<file path="src/rtl/prog_loader.sv">
// Byte-serial boot loader: parses framed records from a byte stream into IM/DM word writes
// and holds the CPU in reset until an end-of-load record is seen.
module prog_loader #(
  parameter int IM_DEPTH = 256,
  parameter int DM_DEPTH = 128
) (
  input  logic        clk_i,
  input  logic        rst_i,
  input  logic        byte_valid_i,
  input  logic [7:0]  byte_data_i,
  output logic        byte_ready_o,
  output logic        im_we_o,
  output logic        dm_we_o,
  output logic [31:0] mem_addr_o,
  output logic [31:0] mem_data_o,
  output logic        cpu_rst_o,
  output logic        done_o,
  output logic        err_o,
  output logic [15:0] words_o
);

  typedef enum logic [3:0] {
    S_HDR,
    S_AH,
    S_AL,
    S_CH,
    S_CL,
    S_DAT,
    S_WR,
    S_DONE,
    S_ERR
  } state_t;

  localparam logic [16:0] IM_LIMIT = 17'(IM_DEPTH);
  localparam logic [16:0] DM_LIMIT = 17'(DM_DEPTH);

  localparam logic [7:0] HDR_IM   = 8'h00;
  localparam logic [7:0] HDR_DM   = 8'h01;
  localparam logic [7:0] HDR_DONE = 8'hFF;

  state_t      state_q, state_d;
  logic        tgt_dm_q;
  logic [15:0] addr_q;
  logic [15:0] rem_q;
  logic [1:0]  bcnt_q;
  logic [23:0] shf_q;
  logic [31:0] mem_addr_q;
  logic [31:0] mem_data_q;
  logic [15:0] words_q;

  logic        accept;
  logic [15:0] count_w;
  logic [16:0] range_end;
  logic [16:0] range_limit;
  logic        last_byte;

  assign accept      = byte_valid_i && byte_ready_o;
  assign count_w     = {rem_q[15:8], byte_data_i};
  assign range_end   = {1'b0, addr_q} + {1'b0, count_w};
  assign range_limit = tgt_dm_q ? DM_LIMIT : IM_LIMIT;
  assign last_byte   = (bcnt_q == 2'd3);

  // Ready depends on state only so a source may hold valid across busy cycles.
  always_comb begin
    byte_ready_o = 1'b0;
    case (state_q)
      S_HDR, S_AH, S_AL, S_CH, S_CL, S_DAT: byte_ready_o = 1'b1;
      default:                              byte_ready_o = 1'b0;
    endcase
  end

  always_comb begin
    state_d = state_q;
    case (state_q)
      S_HDR: begin
        if (accept) begin
          if (byte_data_i == HDR_IM || byte_data_i == HDR_DM) state_d = S_AH;
          else if (byte_data_i == HDR_DONE)                   state_d = S_DONE;
          else                                                state_d = S_ERR;
        end
      end
      S_AH: if (accept) state_d = S_AL;
      S_AL: if (accept) state_d = S_CH;
      S_CH: if (accept) state_d = S_CL;
      S_CL: begin
        if (accept) begin
          if (count_w == 16'd0)              state_d = S_HDR;
          else if (range_end > range_limit)  state_d = S_ERR;
          else                               state_d = S_DAT;
        end
      end
      S_DAT: if (accept && last_byte) state_d = S_WR;
      S_WR:  state_d = (rem_q == 16'd1) ? S_HDR : S_DAT;
      S_DONE: state_d = S_DONE;
      S_ERR:  state_d = S_ERR;
      default: state_d = S_ERR;
    endcase
  end

  always_ff @(posedge clk_i or negedge rst_i) begin
    if (!rst_i) begin
      state_q <= S_HDR;
      bcnt_q  <= 2'd0;
      words_q <= 16'd0;
    end else begin
      state_q <= state_d;
      if (state_q == S_DAT && accept)
        bcnt_q <= bcnt_q + 2'd1;
      if (state_q == S_WR)
        words_q <= words_q + 16'd1;
    end
  end

  // Write port registers: captured on the 4th data byte, held until the next word.
  always_ff @(posedge clk_i or negedge rst_i) begin
    if (!rst_i) begin
      mem_addr_q <= 32'd0;
      mem_data_q <= 32'd0;
    end else if (state_q == S_DAT && accept && last_byte) begin
      mem_addr_q <= {14'd0, addr_q, 2'b00};
      mem_data_q <= {shf_q, byte_data_i};
    end
  end

  // Record fields and byte assembly; a reset returns to HDR, which reloads all of these.
  always_ff @(posedge clk_i) begin
    case (state_q)
      S_HDR: if (accept) tgt_dm_q <= (byte_data_i == HDR_DM);
      S_AH:  if (accept) addr_q[15:8] <= byte_data_i;
      S_AL:  if (accept) addr_q[7:0]  <= byte_data_i;
      S_CH:  if (accept) rem_q[15:8]  <= byte_data_i;
      S_CL:  if (accept) rem_q[7:0]   <= byte_data_i;
      S_DAT: if (accept) shf_q <= {shf_q[15:0], byte_data_i};
      S_WR: begin
        addr_q <= addr_q + 16'd1;
        rem_q  <= rem_q - 16'd1;
      end
      default: ;
    endcase
  end

  assign im_we_o    = (state_q == S_WR) && !tgt_dm_q;
  assign dm_we_o    = (state_q == S_WR) &&  tgt_dm_q;
  assign mem_addr_o = mem_addr_q;
  assign mem_data_o = mem_data_q;
  assign done_o     = (state_q == S_DONE);
  assign err_o      = (state_q == S_ERR);
  assign cpu_rst_o  = (state_q == S_DONE);
  assign words_o    = words_q;

endmodule
</file>
<file path="config.mk">
export PLATFORM = sky130hd
export DESIGN_NAME = prog_loader
export DESIGN_NICKNAME = d
export VERILOG_FILES = /design/src/rtl/prog_loader.sv
export SDC_FILE = /design/constraint.sdc
export NUM_CORES = 1
export LEC_CHECK = 0
export CAP_MARGIN = 5
export CORE_MARGIN = 8
export CORE_UTILIZATION = 50
export DETAILED_ROUTE_END_ITERATION = 12
export GPL_TIMING_DRIVEN = 0
export PLACE_DENSITY = 0.75
export SLEW_MARGIN = 20
export SYNTH_ARGS = -nofsm -noshare
export SYNTH_HDL_FRONTEND = slang
export SYNTH_SLANG_ARGS = --single-unit
</file>
<file path="constraint.sdc">
create_clock -name clk_i -period 7.7 [get_ports clk_i]
set_input_delay 2.31 -clock clk_i [delete_from_list [all_inputs] [get_ports clk_i]]
set_output_delay 2.31 -clock clk_i [all_outputs]
set_load 0.1 [all_outputs]
</file>
==> results list, run 1 <==
* Result of the run: finished clean
- Unrepaired setup endpoints after global routing: no
- Final routed wirelength across all metal layers: 15.9 mm
- In this run the clock root is driven by a sky130_fd_sc_hd__clkbuf_16.
- H-Tree Level Count: 4
* Proportion of power drawn by flip-flops and latches: 44.9%
* Final worst clock skew: 7.00 ps
- Total setup buffers inserted after CTS: 0
- Initial DRT Pass Iterations: 5
* Number of synthesis warnings: 0
- LEAKAGE: 0.00330 µW
* Busiest grt layer: met2
* Simple-Gate Fraction of Synth Area: 11.6%
- Average vias per placed instance: roughly 5.7
- Worst slew pin tran: 1010 ps
- Global routing consumed, on the met3 layer, between 5 and 6% of the routing resources.
- #FFs+latches synth: between 100 and 150
* Chip Width: 129 µm
- Post-cts sizing count: 0
- Synthesis instantiated 54 different standard cells from the library.
* Number of buffers between clock root and the deepest sink: 2
- Counting every instance in the synthesized netlist gives 545.
- Clock tree synthesis found a total of 127 sinks.
* Synthesized-area fraction occupied by ao, oa, aoi and oai cells: 9.84%
- Fraction of the yosys area taken by sequential cells: between 50% and 60%
* Clock latency on the worst-skew pair: 420 ps
- Number of placement rows: 41
- The die covers 0.0168 mm².
- Cell internal power was estimated by the tool at 1210 µW.
- Setup violations remaining at the end of the flow were counted as 0.
* Cell taking the most area after synthesis: sky130_fd_sc_hd__dfrtp_1
- The net count of the finished layout is 695.
- Summing internal, switching and leakage power gives 1580 µW.
- Residual DRC: 0
- Most numerous cell types in the synthesized netlist: sky130_fd_sc_hd__dfrtp_1, sky130_fd_sc_hd__edfxtp_1, sky130_fd_sc_hd__mux2_2, sky130_fd_sc_hd__a21oi_1, sky130_fd_sc_hd__nor2_1
- Final number of max-transition violations: 0
- Dividing the final minimum period by the clock period gives a little over four fifths.
- Core footprint: around 0.013 mm²
- Max_slew headroom: 32.1%
- The initial antenna violation count was 0.
- Compared with the post-synthesis result, the final layout area differs by 26.3%.
- After global routing the overflow that remains totals 0.
- Async SR Flop Fraction: 55.1%
- The synthesized netlist devotes 4.78% of its cell area to adder and majority cells.
- Total count of hold-check failures in the final report: 0
- Cell area after synthesis: about 0.0064 mm²
- The setup path with the least slack is of type in -> reg.
* Worst ir drop on vdd: ~0.00015 V
* All-Layer GR Usage: 19.4%
* F_max: 0.156 GHz
* Residual antenna-violating net count after detailed routing: 0
* Dominant register cell in the synthesized netlist: sky130_fd_sc_hd__dfrtp_1
- Final weighted congestion of routability-driven global placement: 0.911
- Iter 0 DRT Violations: 318
- Prior to clock tree synthesis, the placed netlist has a worst setup slack of 869 ps.
* Share of total power in combinational logic: 5.8%
- Multiplexer fraction of the synthesized cell area: 9.90%
- For this design the total switching power over the nets is 369 µW.
- In this run the worst path has a maximum fanout of 6.
- With fillers left out, the area of the finished cells amounts to 0.00813 mm².
* Standard cell area after detailed placement: 0.00754 mm²
- Required time of the worst setup path: 8020 ps
- Post-synthesis average cell area: 11.8 µm²
* Number of top-level pins: 97
- After layout, the minimum clock period comes to ~6400 ps.
- Top-count cell post-synth: sky130_fd_sc_hd__dfrtp_1
* Main combinational cell family by area after synthesis: simple AND/OR/NAND/NOR gates
* Vias in the first global route: 4768
- Across the run, the number of max-cap violations was 0.
* Switch share: a little under a quarter
- Antenna diodes: 0
- Power spread over the standard cell area amounts to 194 mW/mm².
- Data arrival, critical path: 6740 ps
- Initial core utilization: between 50 and 60%
* Post-synth EDFFs: 57
- The top cell type by area accounts for 27.2% of the synthesized area.
- Post-placement cell count: 813
- Path class of the lowest-slack min-delay path: reg -> reg
* Cts bufs inserted: 17
* Clock share of power: 49.4%
- After layout, the worst setup slack is 1270 ps.
- The routed layout has between 4000 and 5000 vias.
- Clock transition at the register clock pins on the worst setup and hold paths after CTS: approximately 60 ps
* Largest cells by area after synthesis: sky130_fd_sc_hd__dfrtp_1, sky130_fd_sc_hd__edfxtp_1, sky130_fd_sc_hd__mux2_2
- The count of buffers added on input and output ports is 80.
- Largest net degree at the start of global routing: 57
* TritonCTS clock tree: built
- First-pass GRT wire length: 25.0 mm
- Final HPWL from detailed placement: 11.8 mm
- Fraction of layout instances using a drive strength above 1: between 15 and 20%
- The number of hold buffers added after CTS was 0.
- CP endpoint kind: flop
* Area share of xor/xnor cells in the synthesized design: 6.40%
- WL/cell: around 19 µm
- Excluding fillers, the count of instances in the completed layout stands at 845.
- The floorplan step set the die height to ~130 µm.
* Setup TNS: 0 ps
- The worst setup path is launched from a primary input.
- In the global route stage, met2 resource usage came out at 33.4%.
- Global Route met1 Usage: between 20% and 30%
metal layers:
metal | part of all wire (%) | vias to the layer above | wire [µm]
li1 | - | 2203 | -
met1 | 41 | 2388 | 6520
met2 | 51 | 163 | 8040
met3 | 6.4 | 24 | 1020
met4 | 1.9 | 0 | 306
met5 | 0 | - | 0
final timing paths:
check / start / end / slack [ps] / depth (start not counted)
worst min register to register: shf_q[1]$_DFFE_PP_ / shf_q[9]$_DFFE_PP_ / 440 / 0
worst min-delay path: shf_q[1]$_DFFE_PP_ / shf_q[9]$_DFFE_PP_ / 440 / 0
worst max register to register: addr_q[0]$_DFFE_PP_ / state_q[0]$_DFFE_PN0P_ / 3280 / 15
worst max-delay path: byte_data_i[0] / state_q[0]$_DFFE_PN0P_ / 1270 / 16
min in group asynchronous: rst_i / words_o[10]$_DFFE_PN0P_ / 1760 / 1
max in group asynchronous: rst_i / state_q[1]$_DFFE_PN0P_ / 5390 / 2
cells in the final DEF, fill, tap and decap left out, types with 6 or more instances in the layout:
| cell type | netlist | final |
|---|---|---|
| sky130_fd_sc_hd__a211oi_1 | 6 | 6 |
| sky130_fd_sc_hd__a21oi_1 | 47 | 47 |
| sky130_fd_sc_hd__a31oi_1 | 6 | 6 |
| sky130_fd_sc_hd__and3_1 | 8 | 8 |
| sky130_fd_sc_hd__buf_4 | 17 | 18 |
| sky130_fd_sc_hd__clkbuf_1 | 15 | 17 |
| sky130_fd_sc_hd__clkbuf_16 | 0 | 17 |
| sky130_fd_sc_hd__clkdlybuf4s50_1 | 0 | 79 |
| sky130_fd_sc_hd__conb_1 | 1 | 16 |
| sky130_fd_sc_hd__dfrtp_1 | 70 | 70 |
| sky130_fd_sc_hd__edfxtp_1 | 57 | 57 |
| sky130_fd_sc_hd__ha_1 | 23 | 23 |
| sky130_fd_sc_hd__inv_1 | 9 | 9 |
| sky130_fd_sc_hd__mux2_2 | 53 | 53 |
| sky130_fd_sc_hd__nand2_1 | 30 | 30 |
| sky130_fd_sc_hd__nand3_1 | 12 | 12 |
| sky130_fd_sc_hd__nand4_1 | 13 | 13 |
| sky130_fd_sc_hd__nor2_1 | 36 | 35 |
| sky130_fd_sc_hd__nor2b_1 | 7 | 7 |
| sky130_fd_sc_hd__nor3_1 | 12 | 9 |
| sky130_fd_sc_hd__o211ai_1 | 6 | 6 |
| sky130_fd_sc_hd__o21ai_0 | 11 | 11 |
| sky130_fd_sc_hd__xnor2_1 | 27 | 27 |
| sky130_fd_sc_hd__xor2_1 | 20 | 20 |
per-stage QoR:
stage	util, %	hold slack, ps
after floorplan	-	422
after global placement	59.7	425
after detailed placement	60.0	431
after CTS	64.6	446
after global routing	64.6	455
final	64.6	440
layout make-up:
cell class	count	area (µm²)
Fill cell	957	4440
Sequential cell	127	3460
Multi-Input combinational cell	389	2820
Timing Repair Buffer	81	826
Clock buffer	19	433
Tap cell	172	215
Buffer	35	198
Clock inverter	13	139
Inverter	9	33.8
power by group through the flow:
stage	clock [µW]	sequential, µW	combinational (µW)
after global routing	813	707	97.5
after global placement	0	721	87.4
after floorplan	0	721	64.1
final	779	708	90.8
after detailed placement	0	721	90.2
after CTS	785	708	90.4
sequential cells by signal, indices dropped and copies added (netlist names):
name        cells
bcnt_q          2
state_q         4
addr_q         16
mem_data_o     32
shf_q          24
words_o        16
tgt_dm_q        1
rem_q          16
mem_addr_o     16
critical path, stage by stage:
cell and delay, ps:
sky130_fd_sc_hd__clkdlybuf4s50_1 560, sky130_fd_sc_hd__ha_1 330, sky130_fd_sc_hd__fa_1 430, sky130_fd_sc_hd__a211oi_1 420
sky130_fd_sc_hd__o211ai_1 220, sky130_fd_sc_hd__nand2_1 140, sky130_fd_sc_hd__xnor2_1 70, sky130_fd_sc_hd__ha_1 310
sky130_fd_sc_hd__nand2_1 80, sky130_fd_sc_hd__a2111oi_2 320, sky130_fd_sc_hd__a31oi_1 170, sky130_fd_sc_hd__a2111oi_2 340
sky130_fd_sc_hd__nand4_1 180, sky130_fd_sc_hd__nor4_2 440, sky130_fd_sc_hd__a21oi_1 180, sky130_fd_sc_hd__a211oi_1 240
cells by family after synthesis:
kind of cell	count (synthesis)
AO/OA/AOI/OAI	99
XOR/XNOR	47
adder cells (fa/ha/maj)	24
buffers and inverters	44
flip-flops	127
multiplexers	57
other	1
AND/OR/NAND/NOR	146
No activity file was read; power rests on OpenSTA's default activity.
==> run 2, diff against run 1 <==
clock period = 6.3 ns   (was 7.7 ns; I/O delays follow)
==> results of run 2 <==
Same layout as run 1 (identical final DEF). Status: finished clean.
Among the figures that moved: setup slack after placement 869 ps -> -111 ps; setup slack after layout 1270 ps -> 292 ps; register-to-register setup slack 3280 ps -> 1880 ps; total power 1580 µW -> 1930 µW; worst IR drop on VDD 0.000152 V -> 0.000186 V
==> run 3, diff against run 2 <==
CORE_UTILIZATION = 49   (was 50)
PLACE_DENSITY = 0.76   (was 0.75)
TNS_END_PERCENT = 20   (was unset)
clock period = 5 ns   (was 6.3 ns; I/O delays follow)
==> results list, run 3 (synthesis results as in run 1) <==
* Result of the run: finished clean
- The layout cell share with drive strength beyond 1 was 19.5% (+2.1 points).
- The area growth from synthesis to layout is 28.7%.
- The global-route wire length before repair was 25.5 mm (+2.1%).
- Unrepaired setup endpoints after global routing: yes
* Number of sinks driven by the clock tree: 127 (unchanged)
* Clock transition at the register clock pins on the worst setup and hold paths after CTS: 60 ps (about the same)
* Final weighted congestion of routability-driven global placement: 0.836 (-8.2%)
- The smallest clock period supported by the final layout is computed as 4910 ps.
- Post-layout net count: 695 (unchanged)
* F_max: 0.204 GHz
- The worst-margin pin slew is 1010 ps (-6.19 ps).
- The width of the chip was 131 µm (+0.89%).
* Most frequent standard cell in the layout excluding fill and tap cells: sky130_fd_sc_hd__clkdlybuf4s50_1
- The remaining routing DRC violations came to 0 (unchanged).
- CP max stage delay: 590 ps (+30 ps)
- Multi-input gate area in the final layout: 0.00291 mm² (+3.3%)
- Core footprint: 0.0130 mm² (+3.7%)
* Number of placement rows: 42 (+2.4%)
* Number of buffers between clock root and the deepest sink: 2 (unchanged)
* Net Switching: between 500 and 600 µW
- Cell at the root of the clock tree: sky130_fd_sc_hd__clkbuf_16
- The leakage power total is 0.00337 µW (+2.1%).
- The total area of sequential cells was 0.00346 mm² (unchanged).
- Cell seen most often among critical-path stages: sky130_fd_sc_hd__nand2_1
* Cell-internal power: between 2000 and 2500 µW
- Worst slack after detailed placement: -1120 ps
* Congestion Overflow GR: 0 (unchanged)
* Via count: 4772 (-0.13%)
- VDD sags by at most roughly 0.00031 V.
* Smallest setup slack after layout: between 80 and 90 ps
- Flip-flop count of the largest register, all copies and words added: 32 (unchanged)
- The max-slew violation total from the final report was 0 (unchanged).
- Type of element launching the critical path: primary input
- The min-delay analysis places its worst path in the category reg -> reg.
* Proportion of power drawn by flip-flops and latches: 42.1% (-2.8 points)
- Clock share of power: 52.2% (+2.8 points)
- Cell depth of the worst hold path: 0 (unchanged)
- The count of port buffers added during placement was 80 (unchanged).
- In the layout the commonest cells are sky130_fd_sc_hd__clkdlybuf4s50_1, sky130_fd_sc_hd__dfrtp_1, sky130_fd_sc_hd__edfxtp_1, sky130_fd_sc_hd__mux2_2, sky130_fd_sc_hd__a21oi_1.
- Max_slew headroom: 32.5% (+0.41 points)
- The worst setup path is captured at a flop.
- The placed wire-length estimate after detailed placement came to 11.8 mm (-0.17%).
- The combinational fraction of design power came to 5.6% (-0.2 points).
- TritonCTS built the clock tree.
* H-Tree Level Count: 4 (unchanged)
- Critical-path maximum fanout: 6 (unchanged)
* R2r worst-path depth: 15 (unchanged)
- All-Layer GR Usage: 19.4% (-0.092 points)
- Cts bufs inserted: 17 (unchanged)
- Data arrival, critical path: 5220 ps
- Initial DRT Pass Iterations: 7 (+2)
- The die area came to 0.0171 mm² (+1.8%).
- Final worst path period share: 98.3%
- Largest net degree at the start of global routing: 39 (-32%)
- Max-cap check violation count: 0 (unchanged)
* Antenna violations before repair: 0 (unchanged)
- The post-detailed-route via-to-cell ratio was 5.62 (-0.60%).
- The DRC violation total after the first TritonRoute iteration was 371 (+17%).
- Total count of hold-check failures in the final report: 0 (unchanged)
* Total setup buffers inserted after CTS: 0 (unchanged)
* Switch share: 22.5%
- On the critical path, the stage with the largest delay is an instance of sky130_fd_sc_hd__clkdlybuf4s50_1.
- The worst setup skew after layout was 7.57 ps (+0.575 ps).
- Height of the die: 131 µm (+0.89%)
- The cts-stage hold buffer count is 0 (unchanged).
- Residual antenna-violating net count after detailed routing: 0 (unchanged)
- The worst setup path is of the in -> reg kind.
- Post-route insts no fill: 849 (+0.47%)
* Vias in the first global route: 4829 (+1.3%)
- Post-placement cell count: 817 (+0.49%)
* Number of top-level pins: 97 (unchanged)
- Antenna diodes: 0 (unchanged)
- Required time of the worst setup path: 5300 ps
- Walking the worst path, the cells encountered are clkdlybuf4s50_1, ha_1, o21ai_0, nand2_1, nand2_1, xnor2_1, ha_1, nand2_1, a2111oi_2, a31oi_1, a2111oi_2, nand4_1, nor4_4, a21oi_2, a211oi_1.
* Final setup violation count: 0 (unchanged)
- Filler Cell Count: 966 (+0.94%)
- The detailed-route wire length per cell came to 19.1 µm (+1.8%).
- Power spread over the standard cell area amounts to about 310 mW/mm².
* Clock latency on the worst-skew pair: 410 ps (about the same)
- The initial core utilization came to 49.4% (-1.8 points).
- The total wire length came to 16.3 mm (+2.3%).
run 3: through the flow:
| stage | hold WS, ps | TNS (ps) | util [%] | total power [µW] | instance area, µm² |
|---|---|---|---|---|---|
| 2_1_floorplan | 422 | 0 | - | 1210 | 6490 |
| 3_3_place_gp | 425 | -8420 | 57.6 | 1250 | 7510 |
| 3_5_place_dp | 430 | -3090 | 57.9 | 1250 | 7540 |
| 4_1_cts | 451 | -304 | 63.2 | 2600 | 8240 |
| 5_1_grt | 462 | -128 | 63.5 | 2660 | 8280 |
| 6_report | 450 | 0 | 63.5 | 2590 | 8280 |
run 3: path summary, 6_finish.rpt:
path	startpoint	endpoint	slack [ps]
worst max-delay path	byte_data_i[7]	state_q[2]$_DFFE_PN0P_	90
worst min-delay path	shf_q[8]$_DFFE_PP_	shf_q[16]$_DFFE_PP_	450
worst max register to register	addr_q[0]$_DFFE_PP_	state_q[2]$_DFFE_PN0P_	870
worst min register to register	shf_q[8]$_DFFE_PP_	shf_q[16]$_DFFE_PP_	450
max in group asynchronous	rst_i	state_q[3]$_DFFE_PN0P_	3420
min in group asynchronous	rst_i	words_o[8]$_DFFE_PN0P_	1030
run 3: routing by layer:
metal / share of wire [%] / global-route usage [%] / vias up
met5: 0 / 0 / -
met4: 2.2 / 8.10 / 0
met3: 5.4 / 4.59 / 27
met2: 51 / 33.1 / 146
met1: 41 / 22.9 / 2386
li1: - / - / 2213
run 3: power groups by stage:
stage | clock network, µW | logic [µW] | registers (µW)
final | 1350 | 146 | 1090
after floorplan | 0 | 98.7 | 1110
after detailed placement | 0 | 140 | 1110
after global routing | 1410 | 156 | 1090
after global placement | 0 | 137 | 1110
after CTS | 1360 | 143 | 1090
run 3: layout make-up:
type / instances / share of cell area [%]
plain buffers: 35 / 2.39
clock buffers: 19 / 5.48
clock inverters: 13 / 2.39
inverters: 9 / 0.408
multi-input cells: 389 / 35.1
flip-flops and latches: 127 / 41.8
well taps: 176 / 2.66
repair buffers: 81 / 9.71
run 3: timing repair:
action,in CTS,in global routing
gates resized for setup,13,17
pin swaps,3,6
endpoints found under the setup margin,4,4
hold endpoints to repair,0,0
run 3: critical path: cells and delay by family:
family	cells	cell delay [ps]
AO/OA/AOI/OAI	6	1390
AND/OR/NAND/NOR	5	880
adder cells (fa/ha/maj)	2	730
buffers and inverters	1	590
XOR/XNOR	1	140
